File: config.mk
export PLATFORM = sky130hd
export DESIGN_NAME = ir_err_compute
export DESIGN_NICKNAME = d
export VERILOG_FILES = /design/src/rtl/ir_err_compute.sv
export SDC_FILE = /design/constraint.sdc
export NUM_CORES = 1
export LEC_CHECK = 0
export BUFFER_PORTS_ARGS = -buffer_cell sky130_fd_sc_hd__buf_2
export CORE_MARGIN = 1.5
export CORE_UTILIZATION = 41
export DETAILED_ROUTE_END_ITERATION = 6
export PLACE_DENSITY_LB_ADDON = 0.05
export RECOVER_POWER = 50
export SYNTH_ARGS = -nofsm -noshare
export SYNTH_HDL_FRONTEND = slang
export SYNTH_SLANG_ARGS = --single-unit
File: constraint.sdc
create_clock -name clk -period 9.3 [get_ports clk]
set_clock_uncertainty 0.1 [all_clocks]
set_input_delay 0.93 -clock clk [delete_from_list [all_inputs] [get_ports clk]]
set_output_delay 0.93 -clock clk [all_outputs]
set_load 0.03 [all_outputs]
File: src/rtl/ir_err_compute.sv
// IR line-sensor error front-end: walks the A2D over 8 channels and
// produces a weighted, saturated left-minus-right error for the PID.
module ir_err_compute #(
  parameter int RES_W      = 12,
  parameter int ERR_W      = 10,
  parameter int SETTLE_CYC = 8
) (
  input  logic             clk,
  input  logic             rst_n,
  input  logic             go,
  output logic             strt_cnv,
  output logic [2:0]       chnnl,
  input  logic             cnv_cmplt,
  input  logic [RES_W-1:0] res,
  output logic [ERR_W-1:0] err_sat,
  output logic             err_vld,
  output logic             busy
);

  localparam int ACC_W = RES_W + 5;
  localparam int CNT_W = $clog2(SETTLE_CYC + 1);

  localparam logic signed [ACC_W-1:0] MAX_E =
    ACC_W'((1 <<< (ERR_W - 1)) - 1);
  localparam logic signed [ACC_W-1:0] MIN_E = -MAX_E - 1;

  typedef enum logic [2:0] {
    IDLE,
    CNV,
    WAIT,
    SETTLE,
    DONE
  } state_t;

  state_t                   state;
  logic signed [ACC_W-1:0]  acc;
  logic        [CNT_W-1:0]  cnt;
  logic        [ACC_W-1:0]  mag;
  logic signed [ACC_W-1:0]  term;
  logic signed [ACC_W-1:0]  scaled;
  logic        [ERR_W-1:0]  sat;

  // Channel weight is 2^(ch/2); odd channels are the right side and subtract.
  always_comb begin
    mag  = ACC_W'(res) << chnnl[2:1];
    term = chnnl[0] ? -$signed(mag) : $signed(mag);
  end

  // Divide by 8 keeping sign, then clamp into the signed output range.
  always_comb begin
    scaled = acc >>> 3;
    if (scaled > MAX_E)
      sat = MAX_E[ERR_W-1:0];
    else if (scaled < MIN_E)
      sat = MIN_E[ERR_W-1:0];
    else
      sat = scaled[ERR_W-1:0];
  end

  // Round sequencer with registered handshake and result outputs.
  always_ff @(posedge clk or negedge rst_n) begin
    if (!rst_n) begin
      state    <= IDLE;
      strt_cnv <= 1'b0;
      chnnl    <= 3'd0;
      err_sat  <= '0;
      err_vld  <= 1'b0;
      busy     <= 1'b0;
      acc      <= '0;
      cnt      <= '0;
    end else begin
      err_vld <= 1'b0;
      unique case (state)
        IDLE: begin
          if (go) begin
            acc      <= '0;
            chnnl    <= 3'd0;
            strt_cnv <= 1'b1;
            busy     <= 1'b1;
            state    <= CNV;
          end
        end
        CNV: begin
          strt_cnv <= 1'b0;
          state    <= WAIT;
        end
        WAIT: begin
          if (cnv_cmplt) begin
            acc <= acc + term;
            cnt <= '0;
            if (chnnl == 3'd7)
              state <= DONE;
            else
              state <= SETTLE;
          end
        end
        SETTLE: begin
          if (cnt == CNT_W'(SETTLE_CYC - 1)) begin
            chnnl    <= chnnl + 3'd1;
            strt_cnv <= 1'b1;
            state    <= CNV;
          end else begin
            cnt <= cnt + 1'b1;
          end
        end
        DONE: begin
          err_sat <= sat;
          err_vld <= 1'b1;
          busy    <= 1'b0;
          state   <= IDLE;
        end
        default: state <= IDLE;
      endcase
    end
  end

endmodule

After elaboration in Yosys (flattened, before gate mapping)
Index checks and enable logic that the tools add are counted.
{"block": "word_totals", "mem_bits_ro": 0, "elab_cells": 59, "reg_bits": 40, "out_inout_bits": 16, "mem_count": 0, "ram_bits": 0, "latch_bits": 0}
{"block": "classes", "addsub": 4, "reduce_logical": 12, "n_mul": 0, "shifts": 1, "n_mux": 22, "magnitude_cmp": 2, "eq_ne": 10, "div_mod_pow": 0, "bitwise_logic": 0}
{"operator": "two-way mux 17 bit", "count": 3}
{"operator": "one-hot mux 17 bit (2 select lines)", "count": 1}
{"operator": "two-way mux 10 bit", "count": 2}
{"operator": "two-way mux 3 bit", "count": 6}
{"operator": "adder 17 bit", "count": 1}
{"operator": "negator 17 bit", "count": 1}
{"operator": "left shift 12 x 2 -> 17 bit", "count": 1}
{"operator": "AND reduction 3 bit", "count": 5}
{"operator": "> comparator 14 x 10 -> 1 bit (second input constant)", "count": 1}
{"operator": "less-than comparator 14 x 10 -> 1 bit (second input constant)", "count": 1}
{"operator": "one-hot mux 3 bit (4 select lines)", "count": 1}
{"operator": "two-way mux 4 bit", "count": 2}
{"operator": "!= test 2 bit (second input constant)", "count": 4}
{"operator": "one-hot mux 4 bit (2 select lines)", "count": 1}
{"operator": "nonzero test 2 bit", "count": 4}
{"operator": "== test 3 x 2 -> 1 bit (second input constant)", "count": 2}
{"operator": "== test 3 bit (second input constant)", "count": 2}
{"operator": "one-hot mux 3 bit (2 select lines)", "count": 1}
{"operator": "adder 4 x 1 -> 4 bit (second input constant)", "count": 1}
{"operator": "== test 4 x 3 -> 1 bit (second input constant)", "count": 1}
{"operator": "adder 3 x 1 -> 3 bit (second input constant)", "count": 1}
{"operator": "== test 3 x 1 -> 1 bit (second input constant)", "count": 1}
{"operator": "zero test 3 bit", "count": 1}
{"operator": "two-way mux 1 bit", "count": 3}
{"operator": "4 further kinds", "count": 4}

Depth between registers and ports, before layout
{"block": "logic_depth", "depth_word": 6, "mapped_depth": 17, "mapped_depth_nobuf": 16}

Worst setup path after synthesis
OpenSTA, ideal clock, no wires.
{"block": "synth_path", "kind": "input -> register", "from": "input res[2]", "to": "register acc[16]", "path_stages": 12, "setup_ps": 69, "path_buffers": 0, "setup_slack_ps": 4945, "arrival_time_ps": 4186, "required_time_ps": 9131, "path_cell_list": "mux4_1 -> or2_1 -> or4b_4 -> o31ai_4 -> xnor2_1 -> ha_1 -> nand4_1 -> nor2_1 -> a2111o_1 -> or3b_1 -> a21o_1 -> nand3_1"}
{"block": "synth_between", "elab_chain_cells": 6}
{"element": "start: declaration", "line": "14", "text": "input logic [RES_W-1:0] res,"}
{"element": "left shift 12 x 2 -> 17 bit (*)", "line": "45", "text": "mag = ACC_W'(res) << chnnl[2:1];"}
{"element": "negator 17 bit", "line": "46", "text": "term = chnnl[0] ? -$signed(mag) : $signed(mag);"}
{"element": "two-way mux 17 bit (*)", "line": "46"}
{"element": "adder 17 bit (*)", "line": "89", "text": "acc <= acc + term;"}
{"element": "two-way mux 17 bit (*)", "line": "88", "text": "if (cnv_cmplt) begin"}
{"element": "one-hot mux 17 bit (2 select lines) (*)", "line": "73", "text": "unique case (state)"}
{"element": "end signal: assignment", "line": "89"}
{"element": "end: declaration", "line": "36", "text": "logic signed [ACC_W-1:0] acc;"}
Mark *: on every way between the ends. The rest lies on a longest branch, timed or not. The select of a mux whose other input is x is not followed.
A chain may end at the register's enable or synchronous reset.

Final worst setup path
{"block": "layout_path", "from": "register chnnl[1]", "to": "register acc[16]"}
{"block": "layout_between", "elab_chain_cells": 6}
{"element": "start: declaration", "line": "12", "text": "output logic [2:0] chnnl,"}
{"element": "start signal: assignment", "line": "99", "text": "chnnl <= chnnl + 3'd1;"}
{"element": "left shift 12 x 2 -> 17 bit (*)", "line": "45"}
{"element": "negator 17 bit", "line": "46"}
{"element": "two-way mux 17 bit (*)", "line": "46"}
{"element": "adder 17 bit (*)", "line": "89"}
{"element": "two-way mux 17 bit (*)", "line": "88"}
{"element": "one-hot mux 17 bit (2 select lines) (*)", "line": "73"}
Marks and branches as above.

==> flow_summary.toml <==
[yosys]
synth-xor-area-share = 0.0551
synthSimpleGateAreaFrac = 0.206
synthDistinctLibCells = 62
synth_area_leader_cell = "dfrtp_1"
avgSynthCellArea_um2 = 8.50
yosysTopAreaCellShare = 0.315
synth_common_cells = "nand2_1 (68), dfrtp_1 (40), o21ai_0 (30)"
synth_compound_area_frac = 0.232
yosys-mux-area-fraction = 0.0748
synth-adder-area-share = 0.0850
ys_ff_latch = 40
yosysMostFrequentCell = "nand2_1"
syn-cell-area_um2 = 3180
yosys_warnings = 0
synth_top_family_by_area = "compound AO/OA/AOI/OAI gates"
synth.area.top_cells = "dfrtp_1 (31%), nand2_1 (8.0%), ha_1 (7.9%)"
syn_nets = 411
synth.yosys.seq_area_share = 0.315
async_flop_share = 1.00
synth_cells = 374
synthFlopType = "dfrtp_1"
synth-edff-count = 0

[clock_tree]
cts.sinks = 40
clkLatencyLatePin_ns = 0.30
cts_setup_buffers = 0
tritoncts = "built"
cts_buffers = 5
ctsResizeCount = 0
root_buffer = "clkbuf_8"
clockBufferDepth = 2
cts.hold.buffers_added = 0
path_clk_slew_ns = 0.09
cts_max_level = 2

[status]
failed_checks = "max-capacitance violations, max-slew violations"
status = "finished with violations"

[setup_path]
cpMaxStageDelayCell = "dfrtp_1"
critPathRequiredTime_ns = 9.44
crit_type = "flop to flop"
r2r-start = "chnnl[1]"
worstSetupStartpointType = "flop"
crit_arrival_ns = 4.75
critPathLaunch = "chnnl[1]"
end_kind = "flop"
rr_worst_depth = 12
path_cells = "mux4_1, or2_1, or4b_4, o31ai_4, xnor2_1, ha_1, nand4_1, nor2_1, a2111o_1, or3b_1, a21o_1, nand3_1"
path_buf_inv = 0
critPathTopFamily = "simple AND/OR/NAND/NOR gates"
cp_slowest_stage_delay_ns = 0.88
reg2reg_slack_ns = 4.69
crit_cells = 12
worstPathMaxFanout = 23
r2r_end = "acc[16]"

[worst_hold_path]
hold_class = "flop to flop"
worstHoldPathCells = 2
hold_end = "err_sat[1]"
min_from = "err_sat[1]"

[global_route]
grt_pass1_wl_um = 12500
track_usage = 0.185
grt_antenna_before_repair = 0
overflow = 0
grt_max_degree = 41
grt_pass1_vias = 2552

[power]
p_leak_nw = 1.65
cellPowerDensity_nw_per_um2 = 314
ir_worst_vdd_v = 0.000141

[detailed_routing]
wire_per_inst_um = 14.4
dr.pass1.iters = 4
drt_iter0_markers = 205
drc = 0
via_per_inst = 5.49
ant_nets = 0
num_vias = 2733
wl_um = 7160

[cells_and_area]
post-route-util = 0.477
insertedDiodeCount = 0
fin_nets = 435
instances_no_fill = 498
area_delta_synth_final_pct = 10.5
layout-drive-gt1-share = 0.133

[timing]
fin_setup_tns_ns = 0
tightest_slew_ns = 2.20
worst_slack_ns = 4.69
fin_crit_sh = 0.496
slew-limit-headroom = -0.467
maxSlewViolCount = 41
setup_viol = 0
min_period_ns = 4.61
rsz0062_at_grt = "no"
fmax_ghz = 0.217
hold_viol = 0

[die]
fp-row-count = 31
core_area_um2 = 7370
die_w_um = 91.1
io_pins = 32
die_area_um2 = 8290
start_util = 0.431
fp.dieH_um = 91.1

[placement]
dp_cells = 490
globalplace.congestion = 0.841
dp_worst_setup_slack_ns = 4.66
hpwlAfterDp_um = 5510
io_buffers = 31

[flow_run]
drv_cap = 1
[layout by cell type, fill, tap and decap left out, drive strengths merged, types with 9 or more instances in the layout]
cell type	Yosys	routed
xnor2	9	9
xor2	11	11
nand2	68	68
buf	4	31
a21o	9	9
o21ai	41	41
a21oi	21	21
nor2	21	21
ha	20	20
inv	10	10
nand3	13	13
dfrtp	40	40
[final cells by class]
class / instances / area (µm²)
fill: 755 / 3850
tap: 99 / 124
sequential: 40 / 1000
multi-input combinational: 309 / 2080
clock buffer: 5 / 68.8
timing repair buffer: 32 / 161
inverter: 10 / 37.5
clock inverter: 3 / 46.3
[through the flow]
step           hold WS [ns]  total power [mW]  area (µm²)
6_report              0.363              1.10        3510
5_1_grt               0.394              1.22        3510
4_1_cts               0.371              1.11        3520
3_5_place_dp          0.351             0.957        3400
3_3_place_gp          0.348             0.956        3400
2_1_floorplan         0.356             0.815        3180
[tightest hold or removal path, cell delays in order, from the launching register on]
cell	delay, ns
dfrtp_1	0.34
nand2_1	0.05
nand2_1	0.04
[metal layers]
| layer | vias up | track usage | wire, µm |
|---|---|---|---|
| met5 | - | 0 | 0 |
| met4 | 0 | 0.0391 | 61 |
| met3 | 6 | 0.0251 | 307 |
| met2 | 64 | 0.284 | 3120 |
| met1 | 1255 | 0.277 | 3680 |
| li1 | 1408 | - | - |
[logic make-up (layout without fill, tap and decap cells)]
kind of cell,count (synthesis),count (layout)
buffers and inverters,25,50
AOI/OAI and AO/OA,112,112
muxes,15,15
DFF,40,40
and+or+nand+nor,141,141
adders and majority gates,21,21
xor gates and xnor gates,20,20
[sequential cells by signal, indices dropped and copies added (netlist names)]
| register | flops |
|---|---|
| chnnl | 3 |
| err_sat | 10 |
| state | 3 |
| strt_cnv | 1 |
| cnt | 4 |
| acc | 17 |
| busy | 1 |
| err_vld | 1 |
[worst max path at each step]
stage / end / slack (ns)
after floorplan: acc[16] / 4.95
after global placement: acc[16] / 4.71
after detailed placement: acc[16] / 4.66
after CTS: acc[16] / 4.66
after global routing: acc[16] / 4.34
final: acc[16] / 4.69
[report_power, final]
group          internal (mW)  switching (mW)  total, mW
logic                  0.274           0.378      0.652
registers              0.225          0.0765      0.301
clock network         0.0809          0.0684      0.149
total                  0.580           0.523       1.10
(Power assumes the default switching activity.)
